===== src/rtl/getir_birimi_pkg.sv =====
// getir_birimi_pkg -- shared definitions for the instruction fetch stage:
// fetch FSM state encoding, default reset PC and the instruction width.
package getir_birimi_pkg;

    localparam int BUYRUK_GENISLIK = 32;

    localparam logic [31:0] VARSAYILAN_BASLANGIC_ADRES = 32'h0000_0000;

    typedef enum logic [1:0] {
        BOSTA = 2'd0,
        ISTEK = 2'd1,
        BEKLE = 2'd2,
        TUT   = 2'd3
    } getir_durum_t;

    // Instructions are word aligned, so redirect targets lose their low two bits.
    function automatic logic [31:0] hizala(input logic [31:0] adres);
        hizala = adres & 32'hFFFF_FFFC;
    endfunction

endpackage


===== src/rtl/getir_birimi.sv =====
// getir_birimi -- instruction fetch unit.
// Issues one memory request at a time from the PC, hands the returned word
// to the fetch/decode register, holds it while decode stalls and follows
// redirects from branch resolution. A redirect that lands while a request
// is still in flight marks that response as stale (iptal); the unit waits
// for it, throws it away, and only then requests the new target, so there
// is never more than one request outstanding.
// Optional build macro GETIR_PERF_SAYAC_EN adds getirilen_sayisi_o, a count
// of instructions delivered to buyruk_o.
module getir_birimi
    import getir_birimi_pkg::*;
#(
    parameter logic [31:0] BASLANGIC_ADRES = VARSAYILAN_BASLANGIC_ADRES
) (
    input  logic                       clk_i,
    input  logic                       rst_i,
    input  logic                       durdur_i,
    input  logic                       atlama_gecerli_i,
    input  logic [31:0]                atlama_adres_i,
    output logic                       bellek_istek_o,
    output logic [31:0]                bellek_adres_o,
    input  logic                       bellek_hazir_i,
    input  logic                       bellek_gecerli_i,
    input  logic [BUYRUK_GENISLIK-1:0] bellek_buyruk_i,
    output logic [BUYRUK_GENISLIK-1:0] buyruk_o,
    output logic [31:0]                ps_o,
    output logic                       gecerli_o
`ifdef GETIR_PERF_SAYAC_EN
    ,
    output logic [31:0]                getirilen_sayisi_o
`endif
);

    getir_durum_t durum;
    logic [31:0]  ps;
    logic         iptal;
    logic [31:0]  ps_arti4;
    logic [31:0]  hedef;
    logic         yolda_kalir;

    assign ps_arti4 = ps + 32'd4;
    assign hedef    = hizala(atlama_adres_i);

    // A request is still in flight after this edge if memory accepts one now,
    // or if we are waiting and the response has not shown up yet.
    assign yolda_kalir = ((durum == ISTEK) && bellek_hazir_i) ||
                         ((durum == BEKLE) && !bellek_gecerli_i);

    // Fetch FSM: PC, request port and the registered instruction output.
    always_ff @(posedge clk_i or posedge rst_i) begin
        if (rst_i) begin
            durum          <= BOSTA;
            ps             <= BASLANGIC_ADRES;
            iptal          <= 1'b0;
            bellek_istek_o <= 1'b0;
            bellek_adres_o <= 32'h0000_0000;
            buyruk_o       <= '0;
            ps_o           <= 32'h0000_0000;
            gecerli_o      <= 1'b0;
        end else if (atlama_gecerli_i) begin
            ps        <= hedef;
            gecerli_o <= 1'b0;
            if (yolda_kalir) begin
                iptal          <= 1'b1;
                durum          <= BEKLE;
                bellek_istek_o <= 1'b0;
            end else begin
                iptal          <= 1'b0;
                durum          <= ISTEK;
                bellek_istek_o <= 1'b1;
                bellek_adres_o <= hedef;
            end
        end else begin
            case (durum)
                BOSTA: begin
                    durum          <= ISTEK;
                    bellek_istek_o <= 1'b1;
                    bellek_adres_o <= ps;
                end
                ISTEK: begin
                    gecerli_o <= 1'b0;
                    if (bellek_hazir_i) begin
                        durum          <= BEKLE;
                        bellek_istek_o <= 1'b0;
                    end
                end
                BEKLE: begin
                    if (bellek_gecerli_i) begin
                        if (iptal) begin
                            iptal          <= 1'b0;
                            durum          <= ISTEK;
                            bellek_istek_o <= 1'b1;
                            bellek_adres_o <= ps;
                        end else begin
                            buyruk_o  <= bellek_buyruk_i;
                            ps_o      <= ps;
                            gecerli_o <= 1'b1;
                            ps        <= ps_arti4;
                            if (durdur_i) begin
                                durum <= TUT;
                            end else begin
                                durum          <= ISTEK;
                                bellek_istek_o <= 1'b1;
                                bellek_adres_o <= ps_arti4;
                            end
                        end
                    end
                end
                TUT: begin
                    if (!durdur_i) begin
                        durum          <= ISTEK;
                        bellek_istek_o <= 1'b1;
                        bellek_adres_o <= ps;
                        gecerli_o      <= 1'b0;
                    end
                end
                default: begin
                    durum <= BOSTA;
                end
            endcase
        end
    end

`ifdef GETIR_PERF_SAYAC_EN
    logic teslim;

    assign teslim = !atlama_gecerli_i && (durum == BEKLE) &&
                    bellek_gecerli_i && !iptal;

    // Count instructions actually handed to decode; stale responses are skipped.
    always_ff @(posedge clk_i or posedge rst_i) begin
        if (rst_i) begin
            getirilen_sayisi_o <= 32'h0000_0000;
        end else if (teslim) begin
            getirilen_sayisi_o <= getirilen_sayisi_o + 32'd1;
        end
    end
`endif

endmodule


===== config.mk =====
export PLATFORM = sky130hd
export DESIGN_NAME = getir_birimi
export DESIGN_NICKNAME = d
export VERILOG_FILES = /design/src/rtl/getir_birimi_pkg.sv /design/src/rtl/getir_birimi.sv
export SDC_FILE = /design/constraint.sdc
export NUM_CORES = 1
export LEC_CHECK = 0
export BUFFER_PORTS_ARGS = -buffer_cell sky130_fd_sc_hd__buf_2
export CAP_MARGIN = 20
export CELL_PAD_IN_SITES_DETAIL_PLACEMENT = 0
export CELL_PAD_IN_SITES_GLOBAL_PLACEMENT = 1
export CORE_ASPECT_RATIO = 1.75
export CORE_UTILIZATION = 25
export CTS_CLUSTER_SIZE = 14
export DETAILED_ROUTE_END_ITERATION = 6
export PLACE_DENSITY = 0.54
export SYNTH_ARGS = -nofsm -noshare
export SYNTH_HDL_FRONTEND = slang
export SYNTH_SLANG_ARGS = --single-unit

===== constraint.sdc =====
create_clock -name clk_i -period 9.91 [get_ports clk_i]
set_input_delay 0.991 -clock clk_i [delete_from_list [all_inputs] [get_ports clk_i]]
set_output_delay 0.991 -clock clk_i [all_outputs]
set_load 0.05 [all_outputs]

# After elaboration in Yosys (flattened, before gate mapping)
# Cells that the tools add are included.
word_totals:
  reg_bits: 133
  latch_bits: 0
  mem_bits_rw: 0
  rom_bits: 0
  input_bits: 70
  out_inout_bits: 98
  wordCells: 72
  mem_count: 0
op_classes:
  addsub: 1
  mul: 0
  n_div: 0
  order_cmp: 0
  eq_ne: 10
  n_shift: 0
  mux: 35
  bitwise: 2
  n_reduce_logical: 16
ops:
  columns: ["operator", "n"]
  rows:
  - ["32-bit two-way mux", 10]
  - ["32-bit one-hot mux with 3 select lines", 1]
  - ["32-bit by 3-bit adder with 32-bit output (second input constant)", 1]
  - ["1-bit two-way mux", 14]
  - ["2-bit two-way mux", 7]
  - ["3-bit inequality test (second input constant)", 4]
  - ["2-bit one-hot mux with 4 select lines", 1]
  - ["4-bit AND reduction", 2]
  - ["4-bit nonzero test", 2]
  - ["3-bit AND reduction", 2]
  - ["5-bit AND reduction", 1]
  - ["2-bit equality test (second input constant)", 2]
  - ["2-bit inequality test (second input constant)", 2]
  - ["4-bit inequality test (second input constant)", 1]
  - ["1-bit one-hot mux with 4 select lines", 1]
  - ["2-bit AND reduction", 2]
  - ["2-bit nonzero test", 2]
  - ["1-bit one-hot mux with 3 select lines", 1]
  - ["2-bit by 1-bit equality test with 1-bit output (second input constant)", 1]
  - ["1-bit logical AND", 2]
  - ["2-bit zero test", 1]
  - ["1-bit inverter", 2]
  - ["1-bit zero test", 1]
  - ["1-bit logical OR", 1]

# Logic depth before layout (Yosys ltp)
# Gate-level depths: netlist of run 1.
depth:
  word_depth: 6
  mapped_depth: 9
  mapped_depth_nobuf: 7

# Least setup slack after synthesis of run 1
# No wires, ideal clock.
synth_path:
  kind: "input-to-reg"
  startpoint: "in atlama_gecerli_i"
  endpoint: "reg bellek_adres_o[25]"
  setup_ns: 0.126
  arrival_time_ns: 2.251
  required_ns: 9.784
  slack_ns: 7.533
  stages: 7
  n_path_buf: 3
  path_cell_list: "clkbuf_1 o31ai_1 a22o_1 buf_2 buf_2 nor2_1 a221o_1"
synth_via:
  elab_chain_len: 2
  elab_cells_between_ends: 7
  classes_between: "eq/ne (4); mux (1); reduce/logical (2)"
synth_lines:
  columns: ["element", "line", "rtl"]
  rows:
  - ["start: declaration", "getir_birimi.sv:18", "input logic atlama_gecerli_i,"]
  - ["4-bit inequality test (no source line), or another cell as far along", null, null]
  - ["5-bit AND reduction (no source line)", null, null]
  - ["end signal: assignment", "getir_birimi.sv:78", "bellek_adres_o <= ps;"]
  - ["end signal: assignment", "getir_birimi.sv:93", "bellek_adres_o <= ps;"]
  - ["end signal: assignment", "getir_birimi.sv:104", "bellek_adres_o <= ps_arti4;"]
  - ["end: declaration", "getir_birimi.sv:21", "output logic [31:0] bellek_adres_o,"]
# Parallel ways exist; a longest one is shown, timed or not.
# A chain may end at the register's enable or synchronous reset.

# Worst setup path after layout of run 1
layout_path:
  startpoint: "reg durum[0]"
  endpoint: "reg buyruk_o[1]"
layout_via:
  elab_chain_len: 2
layout_lines:
  columns: ["element", "line", "rtl"]
  rows:
  - ["start: declaration", "getir_birimi.sv:34", "getir_durum_t durum;"]
  - ["start signal: assignment", "getir_birimi.sv:52", "durum <= BOSTA;"]
  - ["start signal: assignment", "getir_birimi.sv:65", "durum <= BEKLE;"]
  - ["start signal: assignment", "getir_birimi.sv:69", "durum <= ISTEK;"]
  - ["2-bit equality test", "getir_birimi.sv:74", "case (durum)"]
  - ["4-bit AND reduction (no source line)", null, null]
  - ["end signal: assignment", "getir_birimi.sv:95", "buyruk_o <= bellek_buyruk_i;"]
  - ["end: declaration", "getir_birimi.sv:25", "output logic [BUYRUK_GENISLIK-1:0] buyruk_o,"]
# No other way between the ends.

==> reports/metrics.yaml, run 1 <==
sta:
  fin_crit_ns: 3.561
  hold_viol_final: 0
  finalSetupViolCount: 0
  slew_viol_final: 0
  tns_ns: 0
  holdWs_ns: 0.4685
  rsz0062_at_grt: "no"
  max_slew.worst_pin.slew_ns: 1.124
  maxSlewHeadroom_pct: 24.42
  period_share_pct: 35.93
  finClkSkew_ns: 0.007630
  fmax_ghz: 0.2808
place:
  routabilityCongestion: 0.7690
  place_hpwl_um: 14350
  placed_area_mm2: 0.007570
  io_buffers: 163
route:
  wl_per_cell_um: 18.65
  postRouteWirelength_um: 20300
  drt_iter0_markers: 199
  drtPass1Iterations: 6
  via_per_inst: 4.741
  detail-route-antenna-nets: 0
  post-route-drc-count: 0
  vias: 5158
floorplan:
  coreArea_mm2: 0.02543
  initial_core_util_pct: 25.66
  rows: 77
  die_area_mm2: 0.02678
  die_width_um: 124.1
  pin_count: 168
  die_h_um: 215.8
finish:
  final_area_mm2: 0.008152
  mostFrequentLayoutCell: "buf_2"
  diodes: 0
  num-nets-final: 835
  syn_to_final_growth_pct: 24.88
  layout_common_cells: "buf_2 (163), dfrtp_1 (128), mux2_2 (70), nand2_1 (53), nor2_1 (48)"
  drive_above_1_share_pct: 36.92
clock_tree:
  clk_transition_reported_paths_ns: 0.06
  cts_max_level: 4
  insertion_delay_ns: 0.44
  clkSinkCount: 128
  cts_resized: 0
  numCtsBuffers: 17
  root_buffer: "clkbuf_16"
  clk_path_buf_depth: 2
  post_cts_buffers: 0
  ctsHoldBuffers: 0
  cts_tree: "yes"
synth:
  syn-cell-area_mm2: 0.006528
  ys.flop_type: "dfrtp_1"
  synth_edf_count: 0
  ys_types: 58
  synth-compound-area-share_pct: 9.565
  yosysSeqAreaShare_pct: 49.07
  synth_top_family_by_area: "simple AND/OR/NAND/NOR gates"
  synth_xor_area_share_pct: 6.172
  synthSimpleGateAreaFrac_pct: 15.97
  synth_cells: 616
  syn_area_per_cell_um2: 10.60
  yosysWarnings: 0
  synthArstFlopShare_pct: 100.0
  ys_ff_latch: 128
  synthMuxAreaShare_pct: 13.72
  synth_fa_ha_area_share_pct: 1.150
global_route:
  gr-total-overflow: 0
  antenna_found_initial: 1
  track_usage_pct: 16.22
  grt_pass1_wl_um: 31680
  grt_max_degree: 73
  grt_pass1_vias: 5376
worst_setup_path:
  start_kind: "flop"
  critPathMaxStageDelay_ns: 0.88
  worstSetupPathType: "flop to flop"
  crit_required_ns: 10.23
  arrival_ns: 3.88
  slowest_stage: "nor2_4"
  path_cells: "inv_1 -> ha_1 -> nand3b_1 -> nor2_4 -> buf_4 -> mux2_2"
  critPathCaptureType: "flop"
  cp_max_fo: 32
power:
  p_leak_nw: 3.623
  powerDensity_mw_per_mm2: 344.1
  finalPower_mw: 2.805
  peakVddDrop_v: 0.0001359
status:
  status: "finished, final reports clean"
flow_run:
  drv_cap: 0
worst_hold_path:
  min_path_type: "flop to flop"
cells in the mapped netlist, types with 10 or more instances:
cell type	count	share of area [%]
a21oi_1	16	1.2
buf_2	20	1.5
buf_4	10	1.2
clkbuf_1	16	0.92
dfrtp_1	128	49
mux2_2	70	12
nand2_1	53	3.0
nand3_1	19	1.5
nand4_1	24	2.3
nor2_1	48	2.8
nor3_1	16	1.2
o21ai_0	22	1.7
o31ai_1	10	1.2
xnor2_1	22	3.0
xor2_1	24	3.2
per-layer routing:
layer | GRT usage [%] | up-vias | share of wire, %
met5 | 0 | - | 0.064
met4 | 7.659 | 2 | 2.8
met1 | 18.06 | 2522 | 39
li1 | - | 2474 | -
met3 | 3.700 | 29 | 4.4
met2 | 28.43 | 131 | 53
through the flow:
stage	utilization, %	setup WS [ns]	std cells
2_1_floorplan	-	5.506	617
3_3_place_gp	29.76	6.263	1056
3_5_place_dp	29.76	6.249	1056
4_1_cts	32.05	6.231	1088
5_1_grt	32.05	6.012	1088
6_report	32.05	6.349	1088
critical path: cells and delay by family (launching register included):
family | cells | cell delay (ns)
muxes | 1 | 0.39
DFF | 1 | 0.43
and+or+nand+nor | 2 | 1.40
buffers and inverters | 2 | 0.68
adders and majority gates | 1 | 0.52
registers in the layout, indices dropped and copies added, names as in the netlist:
| name | count |
|---|---|
| buyruk_o | 32 |
| bellek_adres_o | 31 |
| ps | 30 |
| ps_o | 30 |
| durum | 2 |
| bellek_istek_o | 1 |
| gecerli_o | 1 |
| iptal | 1 |
cell type report:
cell class	instances	area (um^2)
Clock inverter	12	115.1
Tap cell	316	395.4
Clock buffer	20	466.7
Multi-Input combinational cell	431	3053
Sequential cell	128	3203
Timing Repair Buffer	171	875.8
Inverter	10	42.54
Fill cell	2731	17280
path summary, 6_finish.rpt:
check,startpoint,to,slack (ns),cells after the start
max reg2reg,durum[0],buyruk_o[1],6.35,6
min reg2reg,bellek_adres_o[18],bellek_adres_o[18],0.47,2
max in group asynchronous,rst_i,buyruk_o[26],8.01,3
max,durum[0],buyruk_o[1],6.35,6
min,bellek_adres_o[18],bellek_adres_o[18],0.47,2
min in group asynchronous,rst_i,buyruk_o[6],0.67,2
where the power goes:
part | internal (mW) | switching, mW | total [mW]
clock | 0.386 | 0.243 | 0.628
sequential | 0.726 | 0.137 | 0.863
combinational | 0.344 | 0.970 | 1.31
logic make-up after synthesis:
logic type	Yosys count
AOI/OAI and AO/OA	95
xor gates and xnor gates	46
and+or+nand+nor	202
DFF	128
buffers and inverters	58
adders and majority gates	6
other	1
muxes	80
No activity file was read; power rests on OpenSTA's default activity.
==> run 2: changes to the inputs <==
--- a/config.mk
+++ b/config.mk
@@ -5,6 +5,7 @@
 export SDC_FILE = /design/constraint.sdc
 export NUM_CORES = 1
 export LEC_CHECK = 0
+export ABC_AREA = 1
 export BUFFER_PORTS_ARGS = -buffer_cell sky130_fd_sc_hd__buf_2
 export CAP_MARGIN = 20
 export CELL_PAD_IN_SITES_DETAIL_PLACEMENT = 0
@@ -13,7 +14,7 @@
 export CORE_UTILIZATION = 25
 export CTS_CLUSTER_SIZE = 14
 export DETAILED_ROUTE_END_ITERATION = 6
-export PLACE_DENSITY = 0.54
+export PLACE_DENSITY = 0.57
 export SYNTH_ARGS = -nofsm -noshare
 export SYNTH_HDL_FRONTEND = slang
 export SYNTH_SLANG_ARGS = --single-unit
==> constraint.sdc (replaced) <==
create_clock -name clk_i -period 3.3 [get_ports clk_i]
set_input_delay 0.33 -clock clk_i [delete_from_list [all_inputs] [get_ports clk_i]]
set_output_delay 0.33 -clock clk_i [all_outputs]
set_load 0.05 [all_outputs]
==> reports/metrics.yaml, run 2 <==
clock_tree:
  clkSinkCount: 128
  root_buffer: "clkbuf_16"
  cts_resized: 0
  ctsHoldBuffers: 0
  cts_tree: "yes"
  insertion_delay_ns: 0.44
  cts_max_level: 4
  clk_path_buf_depth: 2
  clk_transition_reported_paths_ns: 0.06
  post_cts_buffers: 0
  numCtsBuffers: 17
finish:
  syn_to_final_growth_pct: 25.33
  mostFrequentLayoutCell: "nand2_1"
  largest_register_ffs: 32
  num-nets-final: 1123
  layout_common_cells: "nand2_1 (312), buf_2 (163), dfrtp_1 (128), nor2_1 (101), inv_1 (71)"
  biggestRegsByFlops: "buyruk_o: 32 flops, bellek_adres_o: 31 flops"
  multi_input_area_mm2: 0.002942
  top_register: "buyruk_o"
  drive_above_1_share_pct: 21.44
  final_cell_count_no_fill: 1380
  fillers: 2905
  ff_latch_area_mm2: 0.003203
synth:
  synthArstFlopShare_pct: 100.0
  yosys.cell_count.top_type: "nand2_1"
  syn_area_per_cell_um2: 7.475
  yosysSeqAreaShare_pct: 47.93
  syn-cell-area_mm2: 0.006683
  synth_edf_count: 0
  yosys.area.top_type: "dfrtp_1"
  ys_ff_latch: 128
  synth_cells: 894
  synthTopCellsByCount: "nand2_1 (312), dfrtp_1 (128), nor2_1 (101)"
  yosysTopAreaCellShare_pct: 47.93
  ys.flop_type: "dfrtp_1"
  synth.area.top_cells: "dfrtp_1 (48%), nand2_1 (18%), nor2_1 (5.7%), a21oi_1 (4.8%), inv_1 (4.0%)"
  yosysWarnings: 0
  ys_types: 36
place:
  place_inst: 1348
  routabilityCongestion: 0.7963
  io_buffers: 163
  place_hpwl_um: 16130
  dpl_worst_slack_ns: 0.8388
flow_run:
  drv_cap: 0
global_route:
  grt_pass1_wl_um: 35870
  grt_pass1_vias: 6322
  antenna_found_initial: 2
  gr-total-overflow: 0
  track_usage_pct: 17.50
  grt_max_degree: 93
worst_setup_path:
  path_cells: "inv_1 -> ha_1 -> inv_2 -> nor2_8 -> nand2_4 -> nand2_1 -> inv_2 -> nor2_1 -> a21oi_1"
  critPathCaptureType: "flop"
  reg2reg_depth: 9
  path_depth: 9
  start_kind: "flop"
  critPathMaxStageDelay_ns: 0.42
  worstSetupPathType: "flop to flop"
  worst-path-buf-inv: 3
  crit_required_ns: 3.62
  slowest_stage: "dfrtp_1"
  arrival_ns: 2.73
  path_common_cell: "inv_2"
  path_delay_family: "simple AND/OR/NAND/NOR gates"
  cp_max_fo: 25
route:
  via_per_inst: 4.532
  vias: 6254
  detail-route-antenna-nets: 0
  drt_iter0_markers: 307
  post-route-drc-count: 12
  postRouteWirelength_um: 22710
  wl_per_cell_um: 16.46
  drtPass1Iterations: 7
sta:
  hold_viol_final: 0
  holdWs_ns: 0.008961
  fmax_ghz: 0.4136
  rsz0062_at_grt: "no"
  tns_ns: 0
  finalSetupViolCount: 0
  slew_viol_final: 0
  period_share_pct: 73.26
  finClkSkew_ns: 0.007505
  maxSlewHeadroom_pct: 33.92
  setup_slack_ns: 0.8825
  fin_crit_ns: 2.418
  max_slew.worst_pin.slew_ns: 0.9911
floorplan:
  rows: 78
  die_width_um: 125.6
  initial_core_util_pct: 25.65
  coreArea_mm2: 0.02606
  pin_count: 168
  die_h_um: 218.3
  die_area_mm2: 0.02741
power:
  p_leak_nw: 4.390
  finalPower_mw: 8.589
  powerDensity_mw_per_mm2: 1026
  peakVddDrop_v: 0.0003841
status:
  status: "finished with violations"
  violations: "DRC"
worst_hold_path:
  min_path_type: "primary input to async pin"
-- run 2: cell types whose count changed in the layout (fill, tap and decap cells not counted), moves of 13 or more --
cell	change
inv_1	+63
o21ai_1	+13
xor2_1	-17
nand2_1	+259
a21oi_1	+48
nor2_1	+53
nor3_1	-16
mux2_2	-70
nand3_1	+25
o21ai_0	+16
nand4_1	-23
xnor2_1	-21
-- run 2: layout make-up --
class                           instances  share of cell area (%)
Inverter                               79                   3.660
Clock inverter                          6                   1.255
Antenna cell                            1                 0.02988
Tap cell                              320                   4.780
Sequential cell                       128                   38.24
Clock buffer                           25                   5.796
Timing Repair Buffer                  175                   11.11
Multi-Input combinational cell        646                   35.12
-- run 2: per-layer routing --
| metal | part of all wire [%] | global-route usage (%) | vias to the layer above |
|---|---|---|---|
| met3 | 3.3 | 3.843 | 26 |
| met4 | 2.0 | 6.789 | 2 |
| li1 | - | - | 3146 |
| met2 | 55 | 32.89 | 103 |
| met1 | 39 | 18.83 | 2977 |
| met5 | 0.035 | 0 | - |
-- run 2: worst register-to-register path, stage by stage, from the launching register on --
cell and delay, ns:
dfrtp_1 0.42, inv_1 0.14, ha_1 0.23, inv_2 0.10, nor2_8 0.29, nand2_4 0.11
nand2_1 0.34, inv_2 0.32, nor2_1 0.25, a21oi_1 0.09
-- run 2: cell families (layout without fill, tap and decap cells) --
group / after synthesis / in the layout / share of synthesized area (%)
simple gates: 478 / 478 / 29.23
compound gates: 152 / 152 / 12.51
flops: 128 / 128 / 47.93
buf+inv: 121 / 285 / 8.107
xor+xnor: 8 / 8 / 1.049
fa+ha+maj: 6 / 6 / 1.123
other cells: 1 / 3 / 0.05612
-- run 2: worst paths after layout --
| path | from | end | slack [ns] |
|---|---|---|---|
| hold reg to reg | buyruk_o[31] | buyruk_o[31] | 0.46 |
| setup reg to reg | durum[0] | ps[29] | 0.88 |
| max in group asynchronous | rst_i | bellek_adres_o[15] | 2.51 |
| min in group clk_i | bellek_buyruk_i[31] | buyruk_o[31] | 0.09 |
| hold / removal | rst_i | buyruk_o[30] | 0.009 |
| setup / recovery | durum[0] | ps[29] | 0.88 |
-- run 2: power breakdown --
part	switching, mW	internal, mW	total [mW]
registers	0.363	2.17	2.54
clock network	0.714	1.24	1.95
logic	3.18	0.918	4.10
total	4.26	4.33	8.59
-- run 2: stage by stage --
| step | util [%] | cell area, um^2 |
|---|---|---|
| 2_1_floorplan | - | 6690 |
| 3_3_place_gp | 29.87 | 7782 |
| 3_5_place_dp | 29.87 | 7782 |
| 6_report | 32.14 | 8376 |
| 4_1_cts | 32.13 | 8373 |
| 5_1_grt | 32.13 | 8373 |
==> run 3: changes to the inputs <==
--- a/config.mk
+++ b/config.mk
@@ -14,7 +14,7 @@
 export CORE_UTILIZATION = 25
 export CTS_CLUSTER_SIZE = 14
 export DETAILED_ROUTE_END_ITERATION = 6
-export PLACE_DENSITY = 0.57
+export PLACE_DENSITY = 0.59
 export SYNTH_ARGS = -nofsm -noshare
 export SYNTH_HDL_FRONTEND = slang
 export SYNTH_SLANG_ARGS = --single-unit
==> constraint.sdc (replaced) <==
create_clock -name clk_i -period 2.22 [get_ports clk_i]
set_input_delay 0.222 -clock clk_i [delete_from_list [all_inputs] [get_ports clk_i]]
set_output_delay 0.222 -clock clk_i [all_outputs]
set_load 0.05 [all_outputs]
==> reports/metrics.yaml, run 3 (synthesis gave the netlist of run 2 again) <==
status:
  status: "finished with violations"
  violations: "DRC"
power:
  peakVddDrop_v: 0.0005958
  share_clk_of_total_power_pct: 20.6
  seqPwrFrac_pct: 30.1
  switching_share_pct: 50.81
  power_frac_comb_pct: 49.3
  powerDensity_mw_per_mm2: 1441
  p_leak_nw: 4.527
  p_switching_mw: 6.381
  power.internal_mw: 6.178
route:
  postRouteWirelength_um: 22630
  via_per_inst: 4.467
  drtPass1Iterations: 7
  detail-route-antenna-nets: 0
  wl_per_cell_um: 15.96
  vias: 6334
  post-route-drc-count: 6
  drt_iter0_markers: 339
sta:
  fmax_ghz: 0.5131
  max_slew.worst_pin.slew_ns: 0.5268
  finClkSkew_ns: 0.01183
  slew_viol_final: 0
  fin_crit_ns: 1.949
  maxSlewHeadroom_pct: 64.83
  period_share_pct: 87.79
  finalSetupViolCount: 0
  hold_viol_final: 0
  rsz0062_at_grt: "no"
  holdWs_ns: 0.06677
  tns_ns: 0
worst_setup_path:
  start_kind: "flop"
  rr_startpoint: "durum[0]"
  crit_start: "durum[0]"
  slowest_stage: "dfrtp_1"
  arrival_ns: 2.28
  critPathCaptureType: "flop"
  cp_max_fo: 34
  crit_required_ns: 2.55
  path_common_cell: "nand2_1"
  path_cells: "inv_1 -> ha_1 -> nand2_2 -> o21ai_1 -> nand2_1 -> o21ai_1 -> inv_2 -> nand2_4 -> buf_12 -> nor2_1 -> nand2_1 -> nand2_1"
  critPathMaxStageDelay_ns: 0.41
  worstSetupPathType: "flop to flop"
finish:
  layout_common_cells: "nand2_1 (312), buf_2 (163), dfrtp_1 (128), nor2_1 (101), inv_1 (71)"
  final_area_mm2: 0.008713
  diodes: 0
  num-nets-final: 1161
  top_register: "buyruk_o"
  syn_to_final_growth_pct: 30.39
  biggestRegsByFlops: "buyruk_o: 32 flops, bellek_adres_o: 31 flops"
  drive_above_1_share_pct: 21.58
  largest_register_ffs: 32
  mostFrequentLayoutCell: "nand2_1"
floorplan:
  rows: 78
  pin_count: 168
  die_area_mm2: 0.02741
  die_h_um: 218.3
  die_width_um: 125.6
  initial_core_util_pct: 25.65
  coreArea_mm2: 0.02606
global_route:
  gr-total-overflow: 0
  grt_max_degree: 65
  track_usage_pct: 17.42
  antenna_found_initial: 0
  grt_pass1_wl_um: 35980
  grt_pass1_vias: 6539
place:
  routabilityCongestion: 0.7908
  placed_area_mm2: 0.007845
  place_hpwl_um: 16130
  io_buffers: 163
flow_run:
  drv_cap: 0
clock_tree:
  post_cts_buffers: 0
  insertion_delay_ns: 0.44
  clk_path_buf_depth: 2
  numCtsBuffers: 17
  clkSinkCount: 128
  clk_transition_reported_paths_ns: 0.06
  root_buffer: "clkbuf_16"
  cts_max_level: 4
  cts_tree: "yes"
worst_hold_path:
  min_path_type: "primary input to flop"
  min_from: "atlama_adres_i[13]"
[run 3: cell count changes in the layout (fill, tap and decap cells not counted), moves of 2 or more]
cell and delta:
dlygate4sd3_1 +33, clkbuf_1 -4, clkinv_2 +4, clkinvlp_4 +4, buf_4 +3, bufinv_16 -3, buf_12 +2
[run 3: power by group through the flow]
stage / logic (mW) / registers (mW) / clock network [mW]
after CTS: 6.28 / 3.80 / 2.68
after floorplan: 1.97 / 6.46 / 0
after global routing: 6.69 / 3.90 / 2.76
after detailed placement: 6.22 / 3.83 / 0
final: 6.19 / 3.78 / 2.59
after global placement: 6.19 / 3.81 / 0
[run 3: metal layers]
| metal | part of all wire [%] | GRT usage, % |
|---|---|---|
| met1 | 39 | 19.17 |
| met5 | 0 | 0 |
| met4 | 2.5 | 7.886 |
| met2 | 54 | 32.26 |
| met3 | 3.8 | 3.084 |
[run 3: path summary, 6_finish.rpt]
kind	to	slack (ns)	depth (start not counted)
setup / recovery	bellek_adres_o[10]	0.27	12
hold / removal	ps[13]	0.07	3
setup reg to reg	bellek_adres_o[10]	0.27	12
hold reg to reg	buyruk_o[7]	0.46	2
max in group asynchronous	buyruk_o[19]	1.42	4
min in group asynchronous	ps[21]	0.44	4
[run 3: what timing repair did]
| action | CTS | global route |
|---|---|---|
| gates resized for setup | 0 | 1 |
| endpoints found under the setup margin | 0 | 1 |
| hold buffers | 33 | 0 |
| hold endpoints to repair | 160 | 0 |
[run 3: final cells by class]
class / instances / area [um^2]
clock buffer: 21 / 470.5
clock inverter: 11 / 65.06
fill: 2851 / 17340
inverter: 79 / 309.0
multi-input combinational: 646 / 2942
sequential: 128 / 3203
tap: 320 / 400.4
timing repair buffer: 213 / 1324
[run 3: worst max-delay path, delay by kind of cell (launching register included)]
kind            cells  cell delay (ns)
compound gates      2             0.24
fa+ha+maj           1             0.24
buf+inv             3             0.41
flops               1             0.41
simple gates        6             0.54
[run 3: metrics by stage]
stage | cells | setup slack (ns) | power (mW) | utilization, %
6_report | 1418 | 0.2710 | 12.56 | 33.44
5_1_grt | 1418 | 0.01217 | 13.35 | 33.44
4_1_cts | 1418 | 0.1924 | 12.77 | 33.43
3_5_place_dp | 1353 | 0.2115 | 10.06 | 30.11
3_3_place_gp | 1353 | 0.2572 | 10.01 | 30.11
2_1_floorplan | 895 | 0.4168 | 8.431 | -
